==> src/rtl/imem_prefetch.sv <==
// Two-entry instruction line buffer with demand fill and next-line prefetch.
// Each entry holds one memory word (two instructions). Lookups are
// combinational. A miss costs two cycles: issue the read, then capture the data.
// Writes to instruction memory are snooped so that stale lines are dropped.
module imem_prefetch #(
  parameter int i_width     = 20,
  parameter int i_adr_width = 10
) (
  input  logic                     clk,
  input  logic                     reset,
  input  logic [i_adr_width-1:0]   pc,
  input  logic                     jump,
  output logic [i_width-1:0]       instruction,
  output logic                     instr_valid,
  output logic                     mem_rd,
  output logic [i_adr_width-2:0]   mem_adr,
  input  logic [2*i_width-1:0]     mem_data,
  input  logic                     imem_write,
  input  logic [i_adr_width-1:0]   imem_write_adr
);

  localparam int word_w = i_adr_width - 1;

  typedef enum logic [1:0] {IDLE, DEMAND, PREF} state_t;

  state_t                state_reg;
  state_t                state_next;
  logic [1:0]            valid_reg;
  logic [word_w-1:0]     tag_reg [2];
  logic [2*i_width-1:0]  data_reg [2];
  logic                  lru_reg;
  logic [word_w-1:0]     pend_adr_reg;
  logic                  pend_entry_reg;

  logic [word_w-1:0]     pc_word;
  logic [word_w-1:0]     next_word;
  logic [word_w-1:0]     wr_word;
  logic [1:0]            entry_hit;
  logic [1:0]            entry_next;
  logic [1:0]            snoop_hit;
  logic                  wr_pc;
  logic                  wr_next;
  logic                  wr_pend;
  logic                  hit;
  logic                  hit_idx;
  logic                  demand_rd;
  logic                  pref_rd;
  logic                  demand_victim;

  assign pc_word   = pc[i_adr_width-1:1];
  assign next_word = pc_word + 1'b1;  // wraps naturally at the top of memory
  assign wr_word   = imem_write_adr[i_adr_width-1:1];

  // Per-entry tag compares against the current word, the following word and the snooped word
  generate
    for (genvar gi = 0; gi < 2; gi++) begin : g_cmp
      assign entry_hit[gi]  = valid_reg[gi] && (tag_reg[gi] == pc_word);
      assign entry_next[gi] = valid_reg[gi] && (tag_reg[gi] == next_word);
      assign snoop_hit[gi]  = imem_write && (tag_reg[gi] == wr_word);
    end
  endgenerate

  assign wr_pc   = imem_write && (wr_word == pc_word);
  assign wr_next = imem_write && (wr_word == next_word);
  assign wr_pend = imem_write && (wr_word == pend_adr_reg);

  // A write to the requested word in the same cycle hides the hit; the line is stale
  assign hit     = reset && (|entry_hit) && !wr_pc;
  assign hit_idx = !entry_hit[0];

  // Reads are only launched from IDLE; a demand read waits out a same-cycle write
  assign demand_rd = reset && (state_reg == IDLE) && !hit && !wr_pc;
  assign pref_rd   = hit && (state_reg == IDLE) && !jump && !(|entry_next) && !wr_next;

  // Fill an empty entry first (entry 0 preferred), otherwise replace the LRU choice
  assign demand_victim = !valid_reg[0] ? 1'b0 : (!valid_reg[1] ? 1'b1 : lru_reg);

  // Output selection and next-state decode
  always_comb begin
    instr_valid = 1'b0;
    instruction = '0;
    mem_rd      = 1'b0;
    mem_adr     = '0;
    state_next  = IDLE;
    if (hit) begin
      instr_valid = 1'b1;
      instruction = pc[0] ? data_reg[hit_idx][2*i_width-1:i_width]
                          : data_reg[hit_idx][i_width-1:0];
    end
    if (demand_rd) begin
      mem_rd  = 1'b1;
      mem_adr = pc_word;
    end else if (pref_rd) begin
      mem_rd  = 1'b1;
      mem_adr = next_word;
    end
    case (state_reg)
      IDLE:    state_next = demand_rd ? DEMAND : (pref_rd ? PREF : IDLE);
      default: state_next = IDLE;
    endcase
  end

  // FSM, valid bits, LRU and the outstanding-read bookkeeping
  always_ff @(posedge clk) begin
    if (!reset) begin
      state_reg <= IDLE;
      valid_reg <= 2'b00;
      lru_reg   <= 1'b0;
    end else begin
      state_reg <= state_next;
      if (hit) begin
        lru_reg <= ~hit_idx;
      end
      for (int i = 0; i < 2; i++) begin
        if (snoop_hit[i]) begin
          valid_reg[i] <= 1'b0;
        end
      end
      // The fill overrides the snoop clear for its own entry; a write to the
      // word in flight means the returned data is already stale
      if (state_reg != IDLE) begin
        valid_reg[pend_entry_reg] <= !wr_pend;
      end
      if (mem_rd) begin
        pend_adr_reg   <= mem_adr;
        pend_entry_reg <= demand_rd ? demand_victim : ~hit_idx;
      end
    end
  end

  // Line payload and tag capture; validity is tracked separately
  always_ff @(posedge clk) begin
    if (reset && (state_reg != IDLE)) begin
      data_reg[pend_entry_reg] <= mem_data;
      tag_reg[pend_entry_reg]  <= pend_adr_reg;
    end
  end

endmodule

==> config.mk <==
export PLATFORM = sky130hd
export DESIGN_NAME = imem_prefetch
export DESIGN_NICKNAME = d
export VERILOG_FILES = /design/src/rtl/imem_prefetch.sv
export SDC_FILE = /design/constraint.sdc
export NUM_CORES = 1
export LEC_CHECK = 0
export ABC_CLOCK_PERIOD_IN_PS = 4400
export BUFFER_PORTS_ARGS = -buffer_cell sky130_fd_sc_hd__clkbuf_2
export CORE_UTILIZATION = 50
export CTS_CLUSTER_DIAMETER = 200
export DETAILED_ROUTE_END_ITERATION = 10
export MAX_ROUTING_LAYER = met4
export PLACE_DENSITY = 0.75
export SETUP_SLACK_MARGIN = 0.3
export SYNTH_ARGS = -nofsm -noshare
export SYNTH_HDL_FRONTEND = slang
export SYNTH_SLANG_ARGS = --single-unit
==> constraint.sdc <==
create_clock -name clk -period 4.4 [get_ports clk]
set_input_delay 0.66 -clock clk [delete_from_list [all_inputs] [get_ports clk]]
set_output_delay 0.66 -clock clk [all_outputs]
set_load 0.1 [all_outputs]
==> impl_metrics.env <==
export IMPL_p_seq_share_pct=41.9
export IMPL_clkTransAtPathRegs_ps=50
export IMPL_fin_cells=646
export IMPL_crit_path_start_kind="input port"
export IMPL_fp_dieH_um=110
export IMPL_layout_commonest_cell="edfxtp_1"
export IMPL_grt_pass1_vias=3839
export IMPL_synthDistinctLibCells=56
export IMPL_core_area_mm2=0.0111
export IMPL_largest_register_ffs=80
export IMPL_yosysTopAreaCell="edfxtp_1"
export IMPL_drcViolationCount=0
export IMPL_grt_usage_pct=23.7
export IMPL_ys_warn_count=0
export IMPL_hold_viol=0
export IMPL_async_flop_share_pct=0
export IMPL_tns_ps=0
export IMPL_cp_top_family="compound AO/OA/AOI/OAI gates"
export IMPL_max_freq_mhz=253
export IMPL_syn_nets=460
export IMPL_fin_skew_ps=14.9
export IMPL_relSlewSlack_pct=46.3
export IMPL_design_portCount=95
export IMPL_layout_setup_ws_ps=443
export IMPL_worstPathMaxFanout=9
export IMPL_whs_ps=441
export IMPL_wl_per_cell_um=19.7
export IMPL_fin_nets=558
export IMPL_numCtsBuffers=17
export IMPL_switching_share_pct=22.7
export IMPL_die_w_um=110
export IMPL_path_cells="clkbuf_2 > ha_1 > and3_1 > nand3_4 > o21ai_0 > nor4b_2 > a311oi_4 > nand2_4 > o31ai_4 > buf_12"
export IMPL_place_area_mm2=0.00649
export IMPL_diodes=0
export IMPL_htreeDepth=4
export IMPL_overflow=0
export IMPL_clock_sinks=113
export IMPL_power_net_switching_uw=669
export IMPL_p_int_mw=2.28
export IMPL_critPathRequiredTime_ps=3740
export IMPL_cts_hold_buf=0
export IMPL_yosys_top_cells_area="edfxtp_1, mux4_2, xnor2_1"
export IMPL_period_needed_ps=3960
export IMPL_syn_area_mm2=0.00581
export IMPL_cts_tree="done"
export IMPL_cts_root_buf="clkbuf_16"
export IMPL_synth_flop_cell="edfxtp_1"
export IMPL_syn_avg_cell_area_um2=14.7
export IMPL_first_pass_iters=5
export IMPL_dieArea_mm2=0.0120
export IMPL_clkLatencyLatePin_ps=410
export IMPL_drv_cap=0
export IMPL_register_area_mm2=0.00334
export IMPL_vias=3680
export IMPL_grt_antenna_before_repair=0
export IMPL_multi_input_area_mm2=0.00234
export IMPL_nFillCells=814
export IMPL_layout_common_cells="edfxtp_1, clkbuf_2, xnor2_1, nand2_1, nor2b_1"
export IMPL_crit_buf_inv=2
export IMPL_grt_start_max_net_pins=34
export IMPL_ir_drop_v=0.000255
export IMPL_initial_core_util_pct=52.4
export IMPL_power_frac_clock_pct=48.4
export IMPL_rsz0062_at_grt="no"
export IMPL_synth_top_area_share_pct=55.9
export IMPL_max_stage_delay_ps=450
export IMPL_rows=38
export IMPL_syn2layout_area_growth_pct=22.7
export IMPL_cpMaxStageDelayCell="a311oi_4"
export IMPL_leakagePower_nw=2.56
export IMPL_port_buffers=93
export IMPL_hp_class="in -> reg"
export IMPL_comb_power_share_pct=9.7
export IMPL_via_per_inst=5.70
export IMPL_drt_iter0_drc=252
export IMPL_clock_path_buffers=2
export IMPL_worstPathArrival_ps=3300
export IMPL_cts_resized_gates=0
export IMPL_tightest_slew_ps=805
export IMPL_period_share_pct=89.9
export IMPL_dp_hpwl_mm=9.01
export IMPL_place_inst=612
export IMPL_synth_edf_count=108
export IMPL_synth_seq_cells=113
export IMPL_ys_seq_area_share_pct=57.6
export IMPL_path_class="in -> out"
export IMPL_drt_wl_total_mm=12.7
export IMPL_synth_cells=395
export IMPL_critPathCaptureType="primary output"
export IMPL_final_setup_viol_count=0
export IMPL_drv_slew=0
export IMPL_postRouteAntennaNets=0
export IMPL_power_density_mw_per_mm2=413
export IMPL_status="finished, final reports clean"
export IMPL_gp_congestion=0.923
export IMPL_grt_pass1_wl_mm=20.0
export IMPL_final_area_mm2=0.00713
export IMPL_drive_above_1_share_pct=37.2
export IMPL_dp_slack_ps=443
-- per-stage QoR --
| step | utilization (%) | total power, mW |
|---|---|---|
| after CTS | 64.2 | 2.96 |
| after floorplan | - | 1.45 |
| after detailed placement | 58.6 | 1.54 |
| final | 64.3 | 2.94 |
| after global routing | 64.3 | 3.03 |
| after global placement | 58.6 | 1.53 |
-- per-layer routing --
layer	GRT usage, %	vias up	wire length [um]
li1	-	1699	-
met1	29.8	1818	5430
met2	36.5	147	6260
met3	5.99	16	834
met4	9.81	0	206
met5	-	-	0
-- path summary, 6_finish.rpt --
path,startpoint,endpoint,slack (ps),cells after the start
max reg2reg,tag_reg[0][2]$_DFFE_PP_,pend_entry_reg$_DFFE_PP_,1560,7
max,pc[2],mem_adr[0],440,10
min reg2reg,lru_reg$_SDFFE_PN0P_,lru_reg$_SDFFE_PN0P_,480,2
min,mem_data[0],data_reg[0][0]$_DFFE_PP_,440,1
-- cell type report --
cell class,count,area share (%)
Inverter,3,0.158
Tap cell,140,2.46
Multi-Input combinational cell,255,32.8
Timing Repair Buffer,103,8.99
Clock buffer,18,6.02
Sequential cell,113,46.9
Clock inverter,14,2.63
-- cell families (layout without fill, tap and decap cells) --
group	after synthesis	after routing	synth area share [%]
AO/OA/AOI/OAI	38	38	5.71
XOR/XNOR	76	76	13.2
flip-flops	113	113	57.6
buffers and inverters	27	138	2.63
multiplexers	23	23	8.32
adder cells (fa/ha/maj)	1	1	0.215
AND/OR/NAND/NOR	117	117	12.3
-- cells in the mapped netlist, types with 3 or more instances --
cell type	instances
o211ai_2	4
o21ai_1	4
xnor2_1	46
and3_1	5
nand2_1	30
a21oi_1	5
mux4_2	20
nand3_1	7
xnor2_2	8
xor2_1	19
o2111ai_1	3
nor4_1	7
nand2b_1	4
buf_6	4
or3_1	3
buf_2	11
nand3_4	3
nand4_1	10
o21ai_0	5
dfxtp_1	5
nor2_1	6
clkbuf_1	7
nor3b_1	4
nor2b_1	22
nor3_1	5
xnor3_1	3
edfxtp_1	108
-- power groups by stage --
stage | Combinational, mW | Clock (mW) | Sequential [mW]
5_1_grt | 0.307 | 1.49 | 1.24
3_3_place_gp | 0.279 | 0 | 1.25
3_5_place_dp | 0.284 | 0 | 1.26
2_1_floorplan | 0.199 | 0 | 1.25
6_report | 0.286 | 1.42 | 1.23
4_1_cts | 0.286 | 1.44 | 1.23
-- worst register-to-register path, delay by kind of cell (launching register included) --
| kind | cells | cell delay [ps] |
|---|---|---|
| xor+xnor | 1 | 240 |
| compound gates | 2 | 540 |
| flops | 1 | 500 |
| simple gates | 4 | 1200 |
-- timing repair --
item,4_1_cts,5_1_grt
buffers inserted,0,2
endpoints found under the hold margin,0,0
endpoints found under the setup margin,0,7
Power figures use the tool's default switching activity.
